File: src/rtl/k16_pkg.sv
// Shared K16 definitions: memory-op and LSU state encodings plus op helpers,
// reused by the CPU decoder and the load/store unit.
package k16_pkg;

    typedef enum logic [1:0] {
        OP_LD  = 2'd0,
        OP_ST  = 2'd1,
        OP_PSH = 2'd2,
        OP_POP = 2'd3
    } k16_op_e;

    typedef enum logic [1:0] {
        ST_IDLE   = 2'd0,
        ST_ACCESS = 2'd1,
        ST_DONE   = 2'd2
    } k16_lsu_state_e;

    localparam int WAIT_W = 4;

    function automatic logic op_is_write(input k16_op_e op);
        return (op == OP_ST) || (op == OP_PSH);
    endfunction

    function automatic logic op_is_stack(input k16_op_e op);
        return (op == OP_PSH) || (op == OP_POP);
    endfunction

endpackage

File: src/rtl/k16_lsu_if.sv
// Request/response/memory bundle between the K16 core, its LSU and data memory.
interface k16_lsu_if
    import k16_pkg::*;
#(
    parameter int DATA_W = 16,
    parameter int ADDR_W = 16
) ();
    logic              req_valid;
    logic              req_ready;
    k16_op_e           req_op;
    logic [ADDR_W-1:0] req_addr;
    logic [DATA_W-1:0] req_wdata;
    logic [ADDR_W-1:0] sp_in;

    logic              resp_valid;
    logic [DATA_W-1:0] resp_rdata;
    logic              resp_zero;
    logic              resp_negative;
    logic [ADDR_W-1:0] sp_out;
    logic              sp_we;

    logic [ADDR_W-1:0] mem_address;
    logic [DATA_W-1:0] mem_wdata;
    logic              mem_write;
    logic [DATA_W-1:0] mem_rdata;
    logic              mem_hold;

    logic              busy;

    // The LSU side.
    modport slave (
        input  req_valid, req_op, req_addr, req_wdata, sp_in, mem_rdata, mem_hold,
        output req_ready, resp_valid, resp_rdata, resp_zero, resp_negative,
               sp_out, sp_we, mem_address, mem_wdata, mem_write, busy
    );

    // The core plus memory side.
    modport master (
        output req_valid, req_op, req_addr, req_wdata, sp_in, mem_rdata, mem_hold,
        input  req_ready, resp_valid, resp_rdata, resp_zero, resp_negative,
               sp_out, sp_we, mem_address, mem_wdata, mem_write, busy
    );

endinterface

File: src/rtl/k16_wait_timer.sv
// Wait-state down-counter: loads on request acceptance, decrements only while
// enabled (memory not stalled) and saturates at zero.
module k16_wait_timer #(
    parameter int CNT_W = 4
) (
    input  logic             clk,
    input  logic             rst_n,
    input  logic             i_load,
    input  logic [CNT_W-1:0] i_load_val,
    input  logic             i_dec,
    output logic             o_zero
);
    logic [CNT_W-1:0] r_count;

    always_ff @(posedge clk or negedge rst_n) begin
        if (!rst_n) begin
            r_count <= '0;
        end else if (i_load) begin
            r_count <= i_load_val;
        end else if (i_dec && !o_zero) begin
            r_count <= r_count - 1'b1;
        end
    end

    assign o_zero = (r_count == '0);

endmodule

File: src/rtl/k16_lsu.sv
// K16 load/store unit: one outstanding LD/ST/PSH/POP access with programmable
// wait states, memory stall support and stack-pointer update on completion.
module k16_lsu
    import k16_pkg::*;
#(
    parameter int DATA_W      = 16,
    parameter int ADDR_W      = 16,
    parameter int WAIT_STATES = 1,
    parameter int STACK_DOWN  = 1
) (
    input  logic     clk,
    input  logic     reset,
    k16_lsu_if.slave bus
);
    k16_lsu_state_e    r_state;
    k16_lsu_state_e    w_state_next;
    k16_op_e           r_op;
    logic [ADDR_W-1:0] r_mem_address;
    logic [ADDR_W-1:0] r_sp_out;
    logic [DATA_W-1:0] r_mem_wdata;
    logic [DATA_W-1:0] r_resp_rdata;
    logic              r_resp_zero;
    logic              r_resp_negative;

    logic [ADDR_W-1:0] w_sp_plus;
    logic [ADDR_W-1:0] w_sp_minus;
    logic [ADDR_W-1:0] w_sp_push;
    logic [ADDR_W-1:0] w_pop_addr;
    logic [ADDR_W-1:0] w_access_addr;
    logic [ADDR_W-1:0] w_sp_next;
    logic              w_accept;
    logic              w_dec;
    logic              w_timer_zero;
    logic              w_access_exit;

    // Stack arithmetic wraps naturally at ADDR_W bits.
    assign w_sp_plus  = bus.sp_in + ADDR_W'(1);
    assign w_sp_minus = bus.sp_in - ADDR_W'(1);

    generate
        if (STACK_DOWN != 0) begin : g_stack_down
            assign w_sp_push  = w_sp_minus;
            assign w_pop_addr = w_sp_plus;
        end else begin : g_stack_up
            assign w_sp_push  = w_sp_plus;
            assign w_pop_addr = w_sp_minus;
        end
    endgenerate

    always_comb begin
        w_access_addr = bus.req_addr;
        w_sp_next     = bus.sp_in;
        case (bus.req_op)
            OP_PSH: begin
                w_access_addr = bus.sp_in;
                w_sp_next     = w_sp_push;
            end
            OP_POP: begin
                w_access_addr = w_pop_addr;
                w_sp_next     = w_pop_addr;
            end
            default: begin
                w_access_addr = bus.req_addr;
                w_sp_next     = bus.sp_in;
            end
        endcase
    end

    assign w_accept      = (r_state == ST_IDLE) && bus.req_valid;
    assign w_dec         = (r_state == ST_ACCESS) && !bus.mem_hold;
    assign w_access_exit = w_dec && w_timer_zero;

    k16_wait_timer #(
        .CNT_W (WAIT_W)
    ) u_wait_timer (
        .clk        (clk),
        .rst_n      (reset),
        .i_load     (w_accept),
        .i_load_val (WAIT_W'(WAIT_STATES)),
        .i_dec      (w_dec),
        .o_zero     (w_timer_zero)
    );

    always_ff @(posedge clk or negedge reset) begin
        if (!reset) begin
            r_state <= ST_IDLE;
        end else begin
            r_state <= w_state_next;
        end
    end

    always_comb begin
        w_state_next = r_state;
        case (r_state)
            ST_IDLE:   if (bus.req_valid) w_state_next = ST_ACCESS;
            ST_ACCESS: if (w_access_exit) w_state_next = ST_DONE;
            ST_DONE:   w_state_next = ST_IDLE;
            default:   w_state_next = ST_IDLE;
        endcase
    end

    always_ff @(posedge clk or negedge reset) begin
        if (!reset) begin
            r_op            <= OP_LD;
            r_mem_address   <= '0;
            r_mem_wdata     <= '0;
            r_sp_out        <= '0;
            r_resp_rdata    <= '0;
            r_resp_zero     <= 1'b0;
            r_resp_negative <= 1'b0;
        end else begin
            if (w_accept) begin
                r_op          <= bus.req_op;
                r_mem_address <= w_access_addr;
                r_mem_wdata   <= bus.req_wdata;
                r_sp_out      <= w_sp_next;
            end
            // Read data is sampled on the same edge the access completes.
            if (w_access_exit) begin
                if (op_is_write(r_op)) begin
                    r_resp_rdata    <= '0;
                    r_resp_zero     <= 1'b0;
                    r_resp_negative <= 1'b0;
                end else begin
                    r_resp_rdata    <= bus.mem_rdata;
                    r_resp_zero     <= (bus.mem_rdata == '0);
                    r_resp_negative <= bus.mem_rdata[DATA_W-1];
                end
            end
        end
    end

    // Strobes decode straight from state so reset drops them instantly.
    assign bus.req_ready     = (r_state == ST_IDLE);
    assign bus.busy          = (r_state != ST_IDLE);
    assign bus.resp_valid    = (r_state == ST_DONE);
    assign bus.sp_we         = (r_state == ST_DONE) && op_is_stack(r_op);
    assign bus.mem_write     = (r_state == ST_ACCESS) && op_is_write(r_op);
    assign bus.mem_address   = r_mem_address;
    assign bus.mem_wdata     = r_mem_wdata;
    assign bus.sp_out        = r_sp_out;
    assign bus.resp_rdata    = r_resp_rdata;
    assign bus.resp_zero     = r_resp_zero;
    assign bus.resp_negative = r_resp_negative;

endmodule

File: src/flat_wrapper.sv
// flat-port wrapper written by rule: the top's interface ports become plain ports
module k16_lsu_flat import k16_pkg::*;
#(
    parameter int DATA_W      = 16,
    parameter int ADDR_W      = 16,
    parameter int WAIT_STATES = 1,
    parameter int STACK_DOWN  = 1
)
  (clk, reset, bus_req_valid, bus_req_op, bus_req_addr, bus_req_wdata, bus_sp_in, bus_mem_rdata, bus_mem_hold, bus_req_ready, bus_resp_valid, bus_resp_rdata, bus_resp_zero, bus_resp_negative, bus_sp_out, bus_sp_we, bus_mem_address, bus_mem_wdata, bus_mem_write, bus_busy);
  k16_lsu_if #(.DATA_W(DATA_W), .ADDR_W(ADDR_W)) bus_i ();
  input  logic clk;
  input  logic reset;
  input wire logic [$bits(bus_i.req_valid)-1:0] bus_req_valid;
  input wire logic [$bits(bus_i.req_op)-1:0] bus_req_op;
  input wire logic [$bits(bus_i.req_addr)-1:0] bus_req_addr;
  input wire logic [$bits(bus_i.req_wdata)-1:0] bus_req_wdata;
  input wire logic [$bits(bus_i.sp_in)-1:0] bus_sp_in;
  input wire logic [$bits(bus_i.mem_rdata)-1:0] bus_mem_rdata;
  input wire logic [$bits(bus_i.mem_hold)-1:0] bus_mem_hold;
  output wire logic [$bits(bus_i.req_ready)-1:0] bus_req_ready;
  output wire logic [$bits(bus_i.resp_valid)-1:0] bus_resp_valid;
  output wire logic [$bits(bus_i.resp_rdata)-1:0] bus_resp_rdata;
  output wire logic [$bits(bus_i.resp_zero)-1:0] bus_resp_zero;
  output wire logic [$bits(bus_i.resp_negative)-1:0] bus_resp_negative;
  output wire logic [$bits(bus_i.sp_out)-1:0] bus_sp_out;
  output wire logic [$bits(bus_i.sp_we)-1:0] bus_sp_we;
  output wire logic [$bits(bus_i.mem_address)-1:0] bus_mem_address;
  output wire logic [$bits(bus_i.mem_wdata)-1:0] bus_mem_wdata;
  output wire logic [$bits(bus_i.mem_write)-1:0] bus_mem_write;
  output wire logic [$bits(bus_i.busy)-1:0] bus_busy;
  assign bus_i.req_valid = bus_req_valid;
  assign bus_i.req_op = bus_req_op;
  assign bus_i.req_addr = bus_req_addr;
  assign bus_i.req_wdata = bus_req_wdata;
  assign bus_i.sp_in = bus_sp_in;
  assign bus_i.mem_rdata = bus_mem_rdata;
  assign bus_i.mem_hold = bus_mem_hold;
  assign bus_req_ready = bus_i.req_ready;
  assign bus_resp_valid = bus_i.resp_valid;
  assign bus_resp_rdata = bus_i.resp_rdata;
  assign bus_resp_zero = bus_i.resp_zero;
  assign bus_resp_negative = bus_i.resp_negative;
  assign bus_sp_out = bus_i.sp_out;
  assign bus_sp_we = bus_i.sp_we;
  assign bus_mem_address = bus_i.mem_address;
  assign bus_mem_wdata = bus_i.mem_wdata;
  assign bus_mem_write = bus_i.mem_write;
  assign bus_busy = bus_i.busy;
  k16_lsu #(.DATA_W(DATA_W), .ADDR_W(ADDR_W), .WAIT_STATES(WAIT_STATES), .STACK_DOWN(STACK_DOWN)) u_core (.clk(clk), .reset(reset), .bus(bus_i));
endmodule
File: config.mk
export PLATFORM = sky130hd
export DESIGN_NAME = k16_lsu_flat
export DESIGN_NICKNAME = d
export VERILOG_FILES = /design/src/rtl/k16_pkg.sv /design/src/rtl/k16_lsu_if.sv /design/src/rtl/k16_wait_timer.sv /design/src/rtl/k16_lsu.sv /design/src/flat_wrapper.sv
export SDC_FILE = /design/constraint.sdc
export NUM_CORES = 1
export LEC_CHECK = 0
export ABC_AREA = 1
export CORE_UTILIZATION = 51
export DETAILED_ROUTE_END_ITERATION = 10
export HOLD_SLACK_MARGIN = 0.08
export MAX_ROUTING_LAYER = met4
export PLACE_DENSITY = 0.95
export SYNTH_ARGS = -nofsm -noshare
export SYNTH_HDL_FRONTEND = slang
export SYNTH_HIERARCHICAL = 1
export SYNTH_SLANG_ARGS = --single-unit
File: constraint.sdc
create_clock -name clk -period 4.4 [get_ports clk]
set_clock_uncertainty 0.15 [all_clocks]
set_input_delay 0.66 -clock clk [delete_from_list [all_inputs] [get_ports clk]]
set_output_delay 0.66 -clock clk [all_outputs]
set_load 0.005 [all_outputs]
# [Word-level counts from Yosys, hierarchy flattened]
# Cells that the tools add are included.
[classes] add_sub_neg=3 n_mul=0 n_div=0 n_lt_le_gt_ge=0 eq_ne=9 shifts=0 muxes=10 bitwise_logic=0 n_reduce_logical=16
[ops] cell="one-hot mux 16 bit (2 select lines)" count=2
[ops] cell="adder 16 x 1 -> 16 bit, second input constant" count=1
[ops] cell="zero test 16 bit" count=1
[ops] cell="two-way mux 16 bit" count=1
[ops] cell="subtractor 16 x 1 -> 16 bit, second input constant" count=1
[ops] cell="== test 2 bit, second input constant" count=5
[ops] cell="two-way mux 4 bit" count=2
[ops] cell="logical AND 1 bit" count=6
[ops] cell="== test 2 x 1 -> 1 bit, second input constant" count=2
[ops] cell="zero test 4 bit" count=1
[ops] cell="two-way mux 2 bit" count=2
[ops] cell="one-hot mux 2 bit (2 select lines)" count=1
[ops] cell="nonzero test 2 bit" count=2
[ops] cell="subtractor 4 x 1 -> 4 bit, second input constant" count=1
[ops] cell="zero test 1 bit" count=2
[ops] cell="zero test 2 bit" count=1
[ops] cell="logical OR 1 bit" count=2
[ops] cell="two-way mux 1 bit" count=2
[ops] cell="inequality test 2 x 1 -> 1 bit, second input constant" count=1
[ops] cell="inequality test 2 bit, second input constant" count=1
[ops] cell="AND reduction 2 bit" count=1
[word_totals] regBits=74 latchBits=0 ram_bits=0 romBits=0 inputBits=70 out_inout_bits=71 word_cells=47 memories=0

# [Depth between registers and ports, before layout]
# Gate-level depths: netlist of run 1.
[logic_depth] depth_word=5 ltp_mapped=11 mapped_depth_nobuf=10

# [Hierarchy]
# The synthesis of run 1 kept the hierarchy.
[modules_own_cells] module="k16_lsu" instances=1 cells_per_inst=557 area_per_inst_um2=4136.5 seq_area_each_um2=1726.7
[modules_own_cells] module="k16_wait_timer" instances=1 cells_per_inst=46 area_per_inst_um2=295.3 seq_area_each_um2=100.1

# [Worst setup path after synthesis of run 1]
# Ideal clock, no wire load.
[synth_timing] kind="flip-flop to output port" startpoint="register u_core.r_op[0]" endpoint="output port bus_mem_write" t_arrival_ps=1269 required_ps=3590 path_slack_ps=2321 path_stages_with_launch=6 n_path_buf=2 cell_sequence="dfrtp_1 inv_1 ha_1 clkbuf_1 clkbuf_1 nor2_1"
[synth_between] elab_chain_len=3 word_cells_on_any_way=4 classes_between="eq/ne: 2; reduce/logical: 2"
[synth_lines] element="start: declaration" line_no="k16_lsu.sv:17" rtl="k16_op_e r_op;"
[synth_lines] element="start signal: assignment" line_no="k16_lsu.sv:113" rtl="r_op <= bus.req_op;"
[synth_lines] element="== test 2 x 1 -> 1 bit or == test 2 bit (tied branches)" line_no="k16_pkg.sv:21" rtl="return (op == OP_ST) || (op == OP_PSH);"
[synth_lines] element="logical OR 1 bit (*)" line_no="k16_pkg.sv:21"
[synth_lines] element="logical AND 1 bit (*)" line_no="k16_lsu.sv:138" rtl="assign bus.mem_write = (r_state == ST_ACCESS) && op_is_write(r_op);"
[synth_lines] element="end: declaration" line_no="flat_wrapper.sv:29" rtl="output wire logic [$bits(bus_i.mem_write)-1:0] bus_mem_write;"
# Every way passes the cells marked *; elsewhere a longest branch is shown, timed or not.

# [Worst setup path after layout of run 1]
# Ends and elaborated chain as after synthesis.

==> summary.md, run 1 <==
| Metric | Value |
|---|---|
| Io pins | `141` |
| GRT overflow | `0` |
| Max Root-Sink Buffers | `2` |
| Power density over cell area | `557.1 nW/um2` |
| Netlist Area Pre-Place | `~4400 um2` |
| ANT nets after route | `0` |
| Final nets | `800` |
| Worst r2r path cells | `7` |
| Flop-to-flop setup slack | `1.97 ns` |
| Setup Viol. Count Final | `0` |
| Max transition margin | `26.52%` |
| Iteration-0 DRC Markers | `224` |
| Min-Delay Path Class | `in -> async` |
| Initial antenna violation count | `0` |
| Register bit total from synthesis | `73` |
| Ys Warns | `6` |
| Slew Limit Fails | `0` |
| Syn_area_per_cell | `7.350 um2` |
| Hold buffer count at CTS | `0` |
| Post-CTS Resized | `0` |
| # H-tree levels | `3` |
| CORE AREA | `8299 um2` |
| Final TNS setup | `0 ns` |
| Clock slew seen by the registers of the worst setup and hold paths | `0.08 ns` |
| Clock latency on the worst-skew pair | `0.34 ns` |
| Antenna cells | `0` |
| DRC viols | `0` |
| Layout area overhead | `34.11%` |
| CTS buffer count | `9` |
| Total Power | `around 0.0033 W` |
| Max-Cap Viols | `0` |
| Final period util | `approximately 64%` |
| RSZ-0062 raised after global routing | `no` |
| Total Routing Usage GR | `29.22%` |
| Die area | `9067 um2` |
| Die W | `roughly 95 um` |
| Critical Path AT | `around 2 ns` |
| CTS tree | `done` |
| Worst endpoint required time | `3.59 ns` |
| Root buffer cell | `clkbuf_8` |
| First-pass GRT wire length | `around 20,000 um` |
| Register area | `between 1500 and 2000 um2` |
| Crit path launch type | `register` |
| Run status | `complete, no violations` |
| Worst setup path class | `reg -> out` |
| Wirelength per Cell | `14.90 um` |
| DR vias | `approximately 4,500` |
| Final critical-path required period | `between 2 and 3 ns` |
| Final non-filler cell total | `835` |
| Register area share after synthesis | `between 40 and 50%` |
| Fmax | `0.3548 GHz` |
| M1 GR Usage | `34.10%` |
| Clock Sinks | `73` |
| Effective utilization at floorplan | `53.40%` |
| Synth unique cells | `43` |
| Reg2reg end | `u_core/bus.resp_rdata[1]` |
| Layout cells sized above 1 | `between 7 and 8%` |
| Maximum VDD drop | `roughly 0.24 mV` |
| FFs w/ async S/R, synth | `100.0%` |
| Gp weighted congestion | `0.9526` |
| Endpoints failing hold | `0` |
| Number of vias per cell | `5.422` |
| Placed Area | `5700 um2` |
| Met2 usage | `between 40% and 50%` |
| Port Buffers | `140` |
| Worst slew pin tran | `approximately 1.1 ns` |
| Post-CTS Setup Bufs | `0` |
| Post-Syn Instances | `603` |
| DRT Pass-1 Iters | `5` |
| Origin of the critical flop-to-flop path | `u_core/u_wait_timer/r_count[0]` |
| Row count | `33` |
| Final instance area | `5943 um2` |
| Commonest register cell after synthesis | `dfrtp_1` |
| Final WL | `12,440 um` |
| Hpwl dp | `8863 um` |
| Area of the multi-input gates | `2092 um2` |
| Largest net degree at the start of global routing | `74` |
| Post-synth EDFFs | `0` |
| LEAKAGE | `2.719 nW` |
| Grt peak-use layer | `met2` |
| Vias in the first global route | `4,321` |
| Setup crit end kind | `output port` |
| # fillers | `between 600 and 700` |
| GRT met3 Usage | `6.220%` |
| Max FO, Critical Path | `18` |
| Die Span Y | `between 90 and 100 um` |
| DP Cell Count | `819` |
[worst max-delay path by stage]
stage	startpoint	to	slack (ns)	cells after the start
3_5_place_dp	bus_req_op[1]	u_core/bus.mem_address[1]	1.55	7
4_1_cts	u_core/r_op[0]	bus_mem_write	1.59	4
2_1_floorplan	u_core/r_op[0]	bus_mem_write	2.32	5
6_report	u_core/r_op[0]	bus_mem_write	1.58	4
3_3_place_gp	bus_req_op[1]	u_core/bus.mem_address[1]	1.64	7
5_1_grt	u_core/r_op[0]	bus_mem_write	1.48	4
[critical path, cell delays in order, from the launching register on]
cell	delay, ns
dfrtp_1	0.37
inv_1	0.05
ha_1	0.52
nor2_1	0.18
clkdlybuf4s50_1	0.53
[per-layer routing]
layer / share of wire [%] / vias up
met4: 1.9 / 0
met3: 9.0 / 20
met2: 50 / 235
met1: 39 / 2105
li1: - / 2167
met5: 0 / -
[synth_stat cells (2+ instances only)]
library cell	number	area, um2
xnor2_1	2	17.52
a221oi_1	5	43.79
nor2_2	11	68.82
clkbuf_8	2	27.53
nand4_1	6	37.54
a21oi_1	17	85.08
clkbuf_1	2	7.510
buf_4	4	30.03
inv_2	6	22.52
ha_1	5	62.56
o21ai_1	7	35.03
nand3_1	56	280.3
a31oi_1	11	68.82
nor2_4	3	33.78
nor2_1	61	229.0
nand2_4	2	22.52
buf_6	13	146.4
buf_2	10	50.05
nand2_2	5	31.28
inv_1	54	202.7
o21ai_0	33	165.2
dfrtp_1	73	1827
conb_1	2	7.510
nand2_1	190	713.2
nand3b_1	2	15.01
nor3_1	2	10.01
nand3_2	3	30.03
[cell type report]
class | count | area share, %
Inverter | 63 | 4.105
Clock buffer | 10 | 2.147
Timing Repair Buffer | 141 | 23.66
Tap cell | 105 | 2.211
Multi-Input combinational cell | 437 | 35.20
Sequential cell | 73 | 30.74
Clock inverter | 6 | 1.937
[state kept, by name (all words and copies together) (netlist names)]
register and cells:
u_core/r_op 2, u_core/bus.sp_out 16, u_core/u_wait_timer/r_count 4, u_core/bus.mem_wdata 16, u_core/bus.resp_rdata 16, u_core/bus.resp_zero 1, u_core/bus.mem_address 16, u_core/r_state 2
[placed cells by master (no fill, tap or decap), types with 6 or more instances in the layout]
master,n
nand2_1,190
clkdlybuf4s50_1,139
dfrtp_1,73
nor2_1,61
nand3_1,56
inv_1,54
o21ai_0,33
a21oi_1,17
nor2_2,11
a31oi_1,11
clkbuf_8,9
o21ai_1,7
inv_2,6
nand4_1,6
[metrics by stage]
step | util (%) | setup WS [ns] | hold slack, ns
6_report | 71.61 | 1.582 | 0.3069
5_1_grt | 71.61 | 1.479 | 0.3632
4_1_cts | 71.61 | 1.592 | 0.3205
3_5_place_dp | 68.69 | 1.554 | 0.3202
3_3_place_gp | 68.69 | 1.640 | 0.3129
2_1_floorplan | - | 2.321 | 0.2144
[cells by family after synthesis]
kind of cell    Yosys count  share of synthesized area, %
compound gates           80                         10.25
other cells               2                        0.1695
flops                    73                         41.22
fa+ha+maj                 5                         1.412
xor+xnor                  3                        0.5930
buf+inv                  95                         11.74
simple gates            345                         34.61
[report_power, final]
part,internal [W],switching (W)
combinational,0.000800,0.000692
clock,0.000380,0.000269
sequential,0.000982,0.000187
Power figures use the tool's default switching activity.
==> run 2: changes to the inputs <==
--- a/config.mk
+++ b/config.mk
@@ -6,11 +6,11 @@
 export NUM_CORES = 1
 export LEC_CHECK = 0
 export ABC_AREA = 1
-export CORE_UTILIZATION = 51
+export CORE_UTILIZATION = 43
 export DETAILED_ROUTE_END_ITERATION = 10
 export HOLD_SLACK_MARGIN = 0.08
 export MAX_ROUTING_LAYER = met4
-export PLACE_DENSITY = 0.95
+export PLACE_DENSITY = 0.86
 export SYNTH_ARGS = -nofsm -noshare
 export SYNTH_HDL_FRONTEND = slang
 export SYNTH_HIERARCHICAL = 1
==> constraint.sdc (replaced) <==
create_clock -name clk -period 2.4 [get_ports clk]
set_clock_uncertainty 0.15 [all_clocks]
set_input_delay 0.36 -clock clk [delete_from_list [all_inputs] [get_ports clk]]
set_output_delay 0.36 -clock clk [all_outputs]
set_load 0.005 [all_outputs]
==> summary.md, run 2 (synthesis results as in run 1) <==
| Metric | Value |
|---|---|
| Run status | `complete, no violations` |
| Max Root-Sink Buffers | `2` |
| Register area | `~1800 um2` |
| Max-Cap Viols | `0` |
| Final TNS setup | `0 ns` |
| Clock slew seen by the registers of the worst setup and hold paths | `roughly 0.080 ns` |
| Vias in the first global route | `4,417` |
| Io pins | `141` |
| Crit path buf inv count | `2` |
| Iteration-0 DRC Markers | `260` |
| Worst path slowest cell | `clkdlybuf4s50_1` |
| CORE AREA | `9864 um2` |
| Gp weighted congestion | `0.9202` |
| Maximum VDD drop | `0.5003 mV` |
| LEAKAGE | `2.810 nW` |
| Port Buffers | `140` |
| WHS | `~0.33 ns` |
| Critical Path AT | `between 1.5 and 2 ns` |
| Post-CTS Resized | `0` |
| Die Span Y | `approximately 100 um` |
| Layout cells sized above 1 | `9.867%` |
| Effective utilization at floorplan | `44.93%` |
| Setup Viol. Count Final | `0` |
| Clock latency on the worst-skew pair | `~0.34 ns` |
| Root buffer cell | `clkbuf_8` |
| Slew Limit Fails | `0` |
| Area of the multi-input gates | `2095 um2` |
| Most common cell after layout, fill and taps aside | `nand2_1` |
| Hpwl dp | `9287 um` |
| CTS buffer count | `9` |
| Initial antenna violation count | `0` |
| DRT Pass-1 Iters | `5` |
| Max FO, Critical Path | `3` |
| # fillers | `858` |
| Number of vias per cell | `between 5 and 6` |
| CP top delay family | `buffers and inverters` |
| Worst path cell trace | `inv_1 > ha_1 > nor2_1 > clkdlybuf4s50_1` |
| Largest net degree at the start of global routing | `74` |
| CTS tree | `done` |
| Setup crit end kind | `output port` |
| Slowest Stage Delay on Critical Path | `0.52 ns` |
| Endpoints failing hold | `0` |
| Die area | `around 11,000 um2` |
| DRC viols | `0` |
| Final nets | `820` |
| # H-tree levels | `3` |
| ANT nets after route | `0` |
| Power density over cell area | `between 900 and 1000 nW/um2` |
| DR vias | `4,511` |
| Layout area overhead | `38.06%` |
| GRT overflow | `0` |
| Total Routing Usage GR | `24.95%` |
| Final period util | `92.11%` |
| Fmax | `roughly 0.45 GHz` |
| RSZ-0062 raised after global routing | `no` |
| Flop-to-flop setup slack | `0.55 ns` |
| Antenna cells | `0` |
| Worst setup path class | `reg -> out` |
| Die W | `103.5 um` |
| Row count | `36` |
| Worst endpoint required time | `1.89 ns` |
| Clock Sinks | `73` |
| Most frequent cells in the layout | `nand2_1, clkdlybuf4s50_1, dfrtp_1` |
| Final critical-path required period | `roughly 2.2 ns` |
| Final WL | `12,450 um` |
| Min-Delay Path Class | `reg -> reg` |
| Total Power | `a little under 0.006 W` |
| First-pass GRT wire length | `21,010 um` |
| Wirelength per Cell | `between 10 and 15 um` |
| Crit path launch type | `register` |
run 2: worst reg2reg max path: cells and delay by family (launching register included):
kind / cells / cell delay, ns
flops: 1 / 0.40
fa+ha+maj: 1 / 0.22
simple gates: 3 / 0.41
compound gates: 1 / 0.10
buf+inv: 3 / 0.48
run 2: report_power, final:
group          total [W]  switching (W)  internal [W]
clock            0.00104       0.000465      0.000570
combinational    0.00280        0.00127       0.00152
sequential       0.00213       0.000332       0.00180
run 2: layer usage:
layer | vias to the layer above | share of wire (%) | track usage, %
met4 | 0 | 1.8 | 8.385
met2 | 165 | 50 | 42.14
met5 | - | 0 | -
met1 | 2114 | 43 | 30.19
met3 | 25 | 5.7 | 4.279
li1 | 2207 | - | -
run 2: path summary, 6_finish.rpt:
kind,startpoint,cells past startpoint,to
setup / recovery,u_core/r_op[0],4,bus_mem_write
hold / removal,u_core/bus.mem_wdata[8],2,u_core/bus.mem_wdata[8]
setup reg to reg,u_core/u_wait_timer/r_count[0],8,u_core/bus.resp_rdata[5]
hold reg to reg,u_core/bus.mem_wdata[8],2,u_core/bus.mem_wdata[8]
max in group asynchronous,reset,3,u_core/bus.sp_out[3]
min in group asynchronous,reset,3,u_core/bus.resp_rdata[0]
run 2: through the flow:
step / utilization (%) / setup WS (ns) / cell area [um2] / instances
after floorplan: - / 0.6211 / 4439 / 605
final: 62.02 / 0.1893 / 6118 / 883
after global placement: 59.74 / 0.2313 / 5893 / 866
after detailed placement: 59.74 / 0.1830 / 5893 / 866
after CTS: 62.02 / 0.1635 / 6118 / 883
after global routing: 62.02 / 0.1270 / 6118 / 883
run 2: cell type report:
class	count	area share (%)
Multi-Input combinational cell	437	34.23
Sequential cell	73	29.86
Timing Repair Buffer	161	25.69
Inverter	63	3.988
Clock buffer	13	2.761
Tap cell	133	2.720
Clock inverter	3	0.7566
run 2: what timing repair did:
action                                 CTS  global route
setup buffers                            0             0
hold buffers                             1             0
endpoints found under the hold margin   73             0
==> run 3: changes to the inputs <==
--- a/config.mk
+++ b/config.mk
@@ -11,6 +11,8 @@
 export HOLD_SLACK_MARGIN = 0.08
 export MAX_ROUTING_LAYER = met4
 export PLACE_DENSITY = 0.86
+export REMOVE_ABC_BUFFERS = 1
+export SKIP_LAST_GASP = 1
 export SYNTH_ARGS = -nofsm -noshare
 export SYNTH_HDL_FRONTEND = slang
 export SYNTH_HIERARCHICAL = 1
==> summary.md, run 3 (synthesis results as in run 1) <==
| Metric | Value |
|---|---|
| Run status | `complete, no violations` |
| Io pins | `141` |
| Clock Sinks | `73` |
| CORE AREA | `9864 um2` |
| Total Power | `roughly 0.0060 W` |
| Final period util | `around nine tenths` |
| Post-CTS Resized | `0` |
| Layout area overhead | `37.97%` |
| Die W | `103.5 um` |
| Hold buffer count at CTS | `1` |
| Final WL | `12,550 um` |
| Vias in the first global route | `4,326` |
| WHS | `0.3331 ns` |
| Crit path buf inv count | `2` |
| Fmax | `0.4531 GHz` |
| Wirelength per Cell | `14.27 um` |
| LEAKAGE | `2.799 nW` |
| Worst path slowest cell | `clkdlybuf4s50_1` |
| Initial antenna violation count | `0` |
| Number of vias per cell | `around 5` |
| DRC viols | `0` |
| Maximum VDD drop | `0.4867 mV` |
| Most common cell after layout, fill and taps aside | `nand2_1` |
| Setup crit end kind | `output port` |
| Endpoints failing hold | `0` |
| Worst endpoint required time | `~1.9 ns` |
| Setup Viol. Count Final | `0` |
| Root buffer cell | `clkbuf_8` |
| CP top delay family | `buffers and inverters` |
| Register area | `1827 um2` |
| CTS tree | `done` |
| Critical Path AT | `1.70 ns` |
| GRT overflow | `0` |
| Crit path launch type | `register` |
| ANT nets after route | `0` |
| Die area | `10,720 um2` |
| Clock slew seen by the registers of the worst setup and hold paths | `0.08 ns` |
| Slowest Stage Delay on Critical Path | `0.52 ns` |
| Die Span Y | `103.5 um` |
| Max Root-Sink Buffers | `2` |
| Slew Limit Fails | `0` |
| Final non-filler cell total | `880` |
| Post-CTS Setup Bufs | `0` |
| Port Buffers | `140` |
| Worst path cell trace | `inv_1 > ha_1 > nor2_1 > clkdlybuf4s50_1` |
| RSZ-0062 raised after global routing | `no` |
| Most frequent cells in the layout | `nand2_1, clkdlybuf4s50_1, dfrtp_1` |
| Total Routing Usage GR | `25.16%` |
| DP Cell Count | `863` |
| First-pass GRT wire length | `about 21,000 um` |
| DR vias | `roughly 4,400` |
| CTS buffer count | `9` |
| Iteration-0 DRC Markers | `between 200 and 300` |
| Hpwl dp | `9290 um` |
| Worst slew pin tran | `a little over 0.9 ns` |
| Max transition margin | `about 39%` |
| # fillers | `875` |
| # H-tree levels | `3` |
| Layout cells sized above 1 | `9.371%` |
| Largest net degree at the start of global routing | `74` |
| Final nets | `817` |
| Final TNS setup | `0 ns` |
| Clock latency on the worst-skew pair | `around 0.35 ns` |
| Effective utilization at floorplan | `44.93%` |
| DRT Pass-1 Iters | `5` |
| Min-Delay Path Class | `reg -> reg` |
| Max-Cap Viols | `0` |
| Gp weighted congestion | `0.9210` |
| Worst setup path class | `reg -> out` |
| Row count | `36` |
| Final critical-path required period | `approximately 2.2 ns` |
| Antenna cells | `0` |
| Power density over cell area | `982.0 nW/um2` |
| Max FO, Critical Path | `3` |
| Area of the multi-input gates | `~2100 um2` |
[run 3: cell types whose count changed in the layout (fill, tap and decap cells not counted)]
cell	previous run	this run
buf_12	1	2
buf_4	20	16
bufinv_16	1	2
clkbuf_1	1	2
clkbuf_8	12	10
clkinv_4	1	2
inv_6	1	0
[run 3: area by class of cell]
cell class | count | area share, %
timing repair buffer | 158 | 25.54
tap | 133 | 2.722
inverter | 63 | 3.990
sequential | 73 | 29.88
multi-input combinational | 437 | 34.25
clock inverter | 4 | 1.248
clock buffer | 12 | 2.374
[run 3: per-stage QoR]
stage | instance area (um2) | setup WS [ns] | utilization, %
after floorplan | 4163 | -0.1329 | -
after global placement | 5883 | 0.1876 | 59.64
after detailed placement | 5883 | 0.1404 | 59.64
after CTS | 6115 | 0.1635 | 61.99
after global routing | 6115 | 0.05573 | 61.99
final | 6115 | 0.1929 | 61.99
[run 3: worst paths after layout]
| path | startpoint | endpoint | slack (ns) | depth (start not counted) |
|---|---|---|---|---|
| worst max register to register | u_core/u_wait_timer/r_count[0] | u_core/bus.resp_rdata[2] | 0.61 | 8 |
| max in group asynchronous | reset | u_core/bus.sp_out[8] | 0.97 | 2 |
| min in group asynchronous | reset | u_core/bus.resp_rdata[10] | 0.54 | 2 |
| worst max-delay path | u_core/r_op[0] | bus_mem_write | 0.19 | 4 |
| worst min-delay path | u_core/bus.mem_wdata[12] | u_core/bus.mem_wdata[12] | 0.33 | 2 |
| worst min register to register | u_core/bus.mem_wdata[12] | u_core/bus.mem_wdata[12] | 0.33 | 2 |
[run 3: power breakdown]
part	internal, W	switching, W
clock	0.000616	0.000463
combinational	0.00153	0.00126
sequential	0.00180	0.000328
[run 3: per-layer routing]
layer | vias to the layer above | global-route usage (%) | routed length, um
met5 | - | - | 0
met1 | 2011 | 30.09 | 5372
met2 | 186 | 42.38 | 6187
li1 | 2197 | - | -
met3 | 18 | 3.839 | 777
met4 | 0 | 10.46 | 216
[run 3: worst register-to-register path, stage by stage, from the launching register on]
cell     delay [ns]
dfrtp_1        0.40
inv_1          0.11
ha_1           0.22
nand2_2        0.09
inv_1          0.06
nor3b_4        0.15
buf_4          0.31
nand3_1        0.12
o21ai_0        0.10
